[src/rtl/arbitro_rr.sv]
// Round-robin mover: pops one non-empty source FIFO per cycle and pushes the word one cycle later
// to the destination FIFO named by its dest field. Define ARB_BURST_EN for burst-limited grants.
module arbitro_rr #(
  parameter int DATA_WIDTH = 6,
  parameter int DEST_LSB   = 4,
  parameter int BURST_LEN  = 4
) (
  input  logic                  clk,
  input  logic                  reset,
  input  logic                  init,
  input  logic [3:0]            empty_naranja,
  input  logic [3:0]            almost_full,
  input  logic [DATA_WIDTH-1:0] data_in,
  output logic [3:0]            pop,
  output logic [3:0]            push,
  output logic [DATA_WIDTH-1:0] data_out,
  output logic [1:0]            grant,
  output logic [3:0]            state,
  output logic                  idle
);

  typedef enum logic [3:0] {
    ST_RESET  = 4'b0001,
    ST_INIT   = 4'b0010,
    ST_IDLE   = 4'b0100,
    ST_ACTIVE = 4'b1000
  } state_t;

  if (BURST_LEN < 1) begin : g_bad_burst
    $error("BURST_LEN must be at least 1");
  end

  state_t                st_q;
  logic [1:0]            ptr_q;
  logic [1:0]            ptr_nxt;
  logic [3:0]            push_p0;
  logic [DATA_WIDTH-1:0] data_p0;
  logic [1:0]            sel;
  logic                  sel_vld;
  logic                  stall;
  logic                  pop_en;

  function automatic logic [3:0] dec2(input logic [1:0] idx);
    dec2 = 4'b0001 << idx;
  endfunction

  // Descending scan so the source closest to ptr (offset 0) is the one that sticks.
  always_comb begin
    sel     = ptr_q;
    sel_vld = 1'b0;
    for (int k = 3; k >= 0; k--) begin
      if (!empty_naranja[ptr_q + 2'(k)]) begin
        sel     = ptr_q + 2'(k);
        sel_vld = 1'b1;
      end
    end
  end

  assign stall  = |almost_full;
  assign pop_en = (st_q == ST_ACTIVE) && !stall && !reset && !init && sel_vld;

  assign pop      = pop_en ? dec2(sel) : 4'b0000;
  assign grant    = pop_en ? sel : 2'd0;
  assign state    = st_q;
  assign push     = push_p0;
  assign data_out = data_p0;
  assign idle     = (st_q == ST_IDLE) && (&empty_naranja) && (push_p0 == 4'b0000);

`ifdef ARB_BURST_EN
  localparam int CNT_W = $clog2(BURST_LEN + 1);

  logic [CNT_W-1:0] burst_q;
  logic [CNT_W-1:0] burst_nxt;
  logic [1:0]       last_q;

  // Pointer parks on the granted source until it has had BURST_LEN pops in a row.
  always_comb begin
    burst_nxt = ((sel == last_q) && (burst_q != '0)) ? burst_q + 1'b1 : CNT_W'(1);
    ptr_nxt   = sel;
    if (int'(burst_nxt) >= BURST_LEN) begin
      ptr_nxt   = sel + 2'd1;
      burst_nxt = '0;
    end
  end

  always_ff @(posedge clk) begin
    if (reset) begin
      burst_q <= '0;
      last_q  <= 2'd0;
    end else if (stall) begin
      burst_q <= '0;
    end else if (pop_en) begin
      burst_q <= burst_nxt;
      last_q  <= sel;
    end
  end
`else
  assign ptr_nxt = sel + 2'd1;
`endif

  // Stage p0: word popped this cycle is registered and pushed next cycle.
  always_ff @(posedge clk) begin
    if (reset) begin
      st_q    <= ST_RESET;
      ptr_q   <= 2'd0;
      push_p0 <= 4'b0000;
      data_p0 <= '0;
    end else begin
      push_p0 <= pop_en ? dec2(data_in[DEST_LSB +: 2]) : 4'b0000;
      if (pop_en) begin
        data_p0 <= data_in;
        ptr_q   <= ptr_nxt;
      end
      case (st_q)
        ST_RESET:  st_q <= ST_INIT;
        ST_INIT:   if (!init) st_q <= ST_IDLE;
        ST_IDLE: begin
          if (init) st_q <= ST_INIT;
          else if (!(&empty_naranja) && !stall) st_q <= ST_ACTIVE;
        end
        ST_ACTIVE: begin
          if (init) st_q <= ST_INIT;
          else if ((&empty_naranja) || stall) st_q <= ST_IDLE;
        end
        default:   st_q <= ST_RESET;
      endcase
    end
  end

endmodule

[config.mk]
export PLATFORM = sky130hd
export DESIGN_NAME = arbitro_rr
export DESIGN_NICKNAME = d
export VERILOG_FILES = /design/src/rtl/arbitro_rr.sv
export SDC_FILE = /design/constraint.sdc
export NUM_CORES = 1
export LEC_CHECK = 0
export CORE_MARGIN = 3
export CORE_UTILIZATION = 44
export CTS_CLUSTER_DIAMETER = 80
export DETAILED_ROUTE_END_ITERATION = 7
export PLACE_DENSITY = 0.84
export SLEW_MARGIN = 30
export SYNTH_ARGS = -nofsm -noshare
export SYNTH_HDL_FRONTEND = slang
export SYNTH_SLANG_ARGS = --single-unit
[constraint.sdc]
create_clock -name clk -period 3.6 [get_ports clk]
set_input_delay 0.72 -clock clk [delete_from_list [all_inputs] [get_ports clk]]
set_output_delay 0.72 -clock clk [all_outputs]
set_load 0.005 [all_outputs]
After elaboration in Yosys (flattened, before gate mapping)

Index checks and enable logic that the tools add are counted.

Register bits after elaboration: 16
Output and inout port bits: 21
Word-level logic and storage cells: 63

Add/sub/neg operators: 4
Magnitude comparators: 4
Eq/ne operators: 7
Shift-type cells: 2
Multiplexer cells: 24
Bitwise gates (word level): 1
Reduce and logical (&&, ||, !) cells: 17

Operators with widths:

| operator                                                              | count |
|---|---|
| 4-bit 2-to-1 mux                                                      | 6 |
| 4-bit case mux with 4 select lines                                    | 1 |
| 2-bit by 3-bit < comparator with 1-bit output, second input constant  | 4 |
| 2-bit 2-to-1 mux                                                      | 5 |
| 1-bit binary-select mux with 2-bit select                             | 4 |
| 1-bit 2-to-1 mux                                                      | 8 |
| 1-bit by 2-bit << shifter with 4-bit output, first input constant     | 2 |
| 1-bit logical AND                                                     | 7 |
| 3-bit by 2-bit != test with 1-bit output, second input constant       | 2 |
| 2-bit by 1-bit adder with 2-bit output, second input constant         | 2 |
| 2-bit adder, second input constant                                    | 2 |
| 4-bit by 1-bit equality test with 1-bit output, second input constant | 1 |
| 4-bit by 2-bit equality test with 1-bit output, second input constant | 1 |
| 4-bit by 3-bit equality test with 1-bit output, second input constant | 1 |
| 4-bit equality test, second input constant                            | 1 |
| 1-bit logical NOT                                                     | 4 |
| 4-bit logical NOT                                                     | 1 |
| 4-bit AND reduction                                                   | 1 |
| 4-bit OR reduction                                                    | 1 |
| 3-bit AND reduction                                                   | 1 |
| 2-bit != test, second input constant                                  | 1 |
| 2-bit OR reduction                                                    | 1 |
| 1-bit logical OR                                                      | 1 |
| 1-bit inverter                                                        | 1 |

Logic depth before layout (Yosys ltp)

Depth in word-level cells: 10
Depth in mapped cells: 7
Mapped depth without buffers: 6

Worst setup path after synthesis

No wires, ideal clock.

Kind: in2out
From: in almost_full[1]
To: out pop[1]
Arrival: 1.604 ns
Data required time: 2.880 ns
Setup slack: 1.276 ns
Cell stages on the path: 5
Buffers on the path: 0
Cell sequence: nor4_4 -> nand3_2 -> nor2_2 -> nand2_1 -> nor2_1

Cells in the longest elaborated chain, start to end: 7

RTL lines:

| item                            | RTL line | source |
|---|---|---|
| start: declaration              | 12       | `input logic [3:0] almost_full,` |
| 4-bit OR reduction              | 59       | `assign stall = \|almost_full;` |
| 1-bit logical NOT               | 60       | `assign pop_en = (st_q == ST_ACTIVE) && !stall && !reset && !init && sel_vld;` |
| 1-bit logical AND (4 in series) | 60       |  |
| 4-bit 2-to-1 mux                | 62       | `assign pop = pop_en ? dec2(sel) : 4'b0000;` |
| end: declaration                | 14       | `output logic [3:0] pop,` |

No other way between the ends.

Worst setup path after layout

From: in empty_naranja[3]
To: out pop[3]

Cells in the longest elaborated chain, start to end: 8
Elaborated cells on any way between the ends: 19
Those cells by class: shift (1); mux (17); reduce/logical (1)

RTL lines:

| item                                                                             | RTL line | source |
|---|---|---|
| start: declaration                                                               | 11       | `input logic [3:0] empty_naranja,` |
| 1-bit binary-select mux with 2-bit select                                        | 52       | `if (!empty_naranja[ptr_q + 2'(k)]) begin` |
| 1-bit 2-to-1 mux (implied by the code)                                           | 52       |  |
| 2-bit 2-to-1 mux or 1-bit 2-to-1 mux (tied branches) (4 in series)               | 52       |  |
| 1-bit by 2-bit << shifter with 4-bit output or 1-bit logical AND (tied branches) | 44, 60   |  |
| 4-bit 2-to-1 mux (*)                                                             | 62       |  |

Every way passes the cells marked *; elsewhere a longest branch is shown, timed or not. The select of a mux whose other input is x is not followed.

==> impl_metrics.tcl <==
set metrics [dict create \
    leakagePower_nw 0.437 \
    grt_pass1_wl_um 3820 \
    die-area_mm2 0.00251 \
    worstMarginPinSlew_ns 0.391 \
    ys_seq_area_share_pct 37.4 \
    layout-drive-gt1-share_pct 8.84 \
    p_per_area_mw_per_mm2 304 \
    p_switching_w 0.000103 \
    synthDistinctLibCells 32 \
    grt_usage_pct 19.9 \
    die_x_um 50.1 \
    gr-total-overflow 0 \
    r2r-start "state[1]$_SDFFE_PP0P_" \
    cp_max_fo 7 \
    finalSetupViolCount 0 \
    ant_nets 0 \
    cts_buffer_depth 2 \
    fin_crit_sh_pct 95.9 \
    post_cts_buffers 0 \
    cts.sinks 16 \
    clock-root-buffer "clkbuf_4" \
    pwr-share-seq_pct 49.9 \
    startpoint_type "primary input" \
    cap_violations 0 \
    first_pass_iters 4 \
    finalWirelength_um 2240 \
    grt_max_degree 12 \
    p_int_w 0.000287 \
    fin_setup_tns_ns 0 \
    drc 0 \
    hold_viol 0 \
    place_hpwl_um 1700 \
    vias 923 \
    final_cells 172 \
    p_comb_share_pct 18.9 \
    hold_buffers 0 \
    finalPower_w 0.000390 \
    clkTransAtPathRegs_ns 0.09 \
    avgViaCountPerCell 5.37 \
    synth_top_area_share_pct 37.4 \
    whs_endpoint "data_out[5]$_SDFFE_PP0P_" \
    htree_levels 1 \
    antenna_cells 0 \
    io_pins 38 \
    max_freq_mhz 290 \
    wl_per_cell_um 13.0 \
    coreArea_mm2 0.00178 \
    holdCritPathClass "flip-flop to flip-flop" \
    mappedNetlistArea_um2 857 \
    fp-row-count 15 \
    ys_ff_latch 16 \
    required_ns 2.88 \
    period_needed_ns 3.45 \
    rsz0062_at_grt "no" \
    die_y_um 50.1 \
    syn_to_final_growth_pct 50.1 \
    syn_avg_cell_area_um2 7.94 \
    crit_path_end_kind "primary output" \
    reg2reg_to "ptr_q[1]$_SDFFE_PP0P_" \
    dp_slack_ns 0.199 \
    fin_worst_skew_ns 0.00165 \
    fin_nets 165 \
    yosysTopAreaCell "dfxtp_1" \
    reg2regPathDepth 6 \
    synth_fp_nets 125 \
    initialDrtViolationCount 12 \
    maxSlewHeadroom_pct 73.7 \
    dp_cells 168 \
    initial_core_util_pct 48.1 \
    min_path_cells 2 \
    worst-setup-path-type "primary input to primary output" \
    grt_pass1_vias 909 \
    io_buffers 37 \
    timing.final.max_slew_violations 0 \
    yosysWarnings 0 \
    setup_slack_ns 0.146 \
    reg2reg_slack_ns 1.96 \
    antenna_found_initial 0 \
    clk_latency_ns 0.29 \
    numCtsBuffers 3 \
    netlist_instances 108 \
    outcome "finished, final reports clean" \
    cts_resized 0 \
    arrival_ns 2.73 \
    hp-start "data_out[5]$_SDFFE_PP0P_" \
    sw_frac_of_total_pct 26.4 \
    place.gp.congestion 0.825 \
    synthTopCellsByArea "dfxtp_1 (37%), nand2_1 (8.8%), a21oi_1 (7.0%), nor4_4 (5.0%), nor2_1 (4.8%)" \
    p_clk_share_pct 31.2 \
    ir_drop_uv 253 \
    cts_tree "built" \
]
## kinds of logic after synthesis
kind of cell | share of synthesized area (%)
XOR/XNOR | 2.04
flip-flops | 37.4
AND/OR/NAND/NOR | 36.9
AO/OA/AOI/OAI | 19.6
buffers and inverters | 4.09
## power groups by stage
stage	clock [W]	sequential, W	combinational [W]
final	0.000122	0.000195	0.0000737
after global routing	0.000129	0.000196	0.0000818
after CTS	0.000123	0.000195	0.0000743
after detailed placement	0	0.000199	0.0000740
after global placement	0	0.000199	0.0000717
after floorplan	0	0.000196	0.0000353
## worst max path at each step
| stage | start | to | slack [ns] |
|---|---|---|---|
| after floorplan | almost_full[1] | pop[1] | 1.28 |
| after global placement | empty_naranja[3] | pop[1] | 0.26 |
| after detailed placement | empty_naranja[3] | pop[1] | 0.20 |
| after CTS | empty_naranja[3] | pop[1] | 0.16 |
| after global routing | almost_full[1] | pop[1] | 0.03 |
| final | empty_naranja[3] | pop[3] | 0.15 |
## worst max-delay path: stages
cell and delay, ns:
clkdlybuf4s50_1 0.51, and2b_1 0.25, o21ai_2 0.05, a221oi_2 0.39, nand2_1 0.15, nor2_1 0.14, clkdlybuf4s50_1 0.51
## synthesized netlist by cell type (all sizes together)
library cell,n
a211oi,2
a21oi,12
a221o,1
a221oi,1
a2bb2oi,1
and2b,1
and3,2
buf,2
clkbuf,2
dfxtp,16
inv,3
nand2,20
nand2b,2
nand3,2
nand3b,5
nand4,2
nor2,12
nor3,5
nor4,3
nor4b,1
o21a,1
o21ai,7
o21bai,1
or3,1
or4,1
xnor2,2
## metal layers
| metal | routed length [um] | share of wire [%] | global-route usage (%) |
|---|---|---|---|
| met1 | 942 | 42 | 22.1 |
| met2 | 1090 | 49 | 33.5 |
| met3 | 181 | 8.1 | 6.53 |
| met4 | 29 | 1.3 | 10.1 |
| met5 | 0 | 0 | 0 |
## cells in the final DEF, fill, tap and decap left out, types with 2 or more instances in the layout
cell type and instances:
nor3_1 5, buf_4 2, nor4_4 2, xnor2_1 2, nand3b_1 5, dfxtp_1 16, nor2_1 11, nand2_1 20
nand4_1 2, inv_1 3, clkbuf_4 3, a21oi_1 12, clkdlybuf4s50_1 37, and3_1 2, o21ai_0 6, nand2b_1 2
## through the flow
step / hold slack [ns] / cell area [um2] / utilization (%)
final: 0.459 / 1290 / 72.1
after detailed placement: 0.447 / 1250 / 70.1
after CTS: 0.460 / 1290 / 72.1
after global routing: 0.493 / 1290 / 72.1
after floorplan: 0.448 / 857 / -
after global placement: 0.439 / 1250 / 70.1
## state kept, by name, summed over array words and instances (netlist names)
| signal | flops |
|---|---|
| data_out | 6 |
| push | 4 |
| state | 4 |
| ptr_q | 2 |
## area by class of cell
class / count / area [um2]
clock buffers: 4 / 36.3
fillers: 135 / 497
inverters: 3 / 11.3
multi-input cells: 85 / 502
flip-flops and latches: 16 / 320
well taps: 25 / 31.3
repair buffers: 39 / 385
Power figures use the tool's default switching activity.
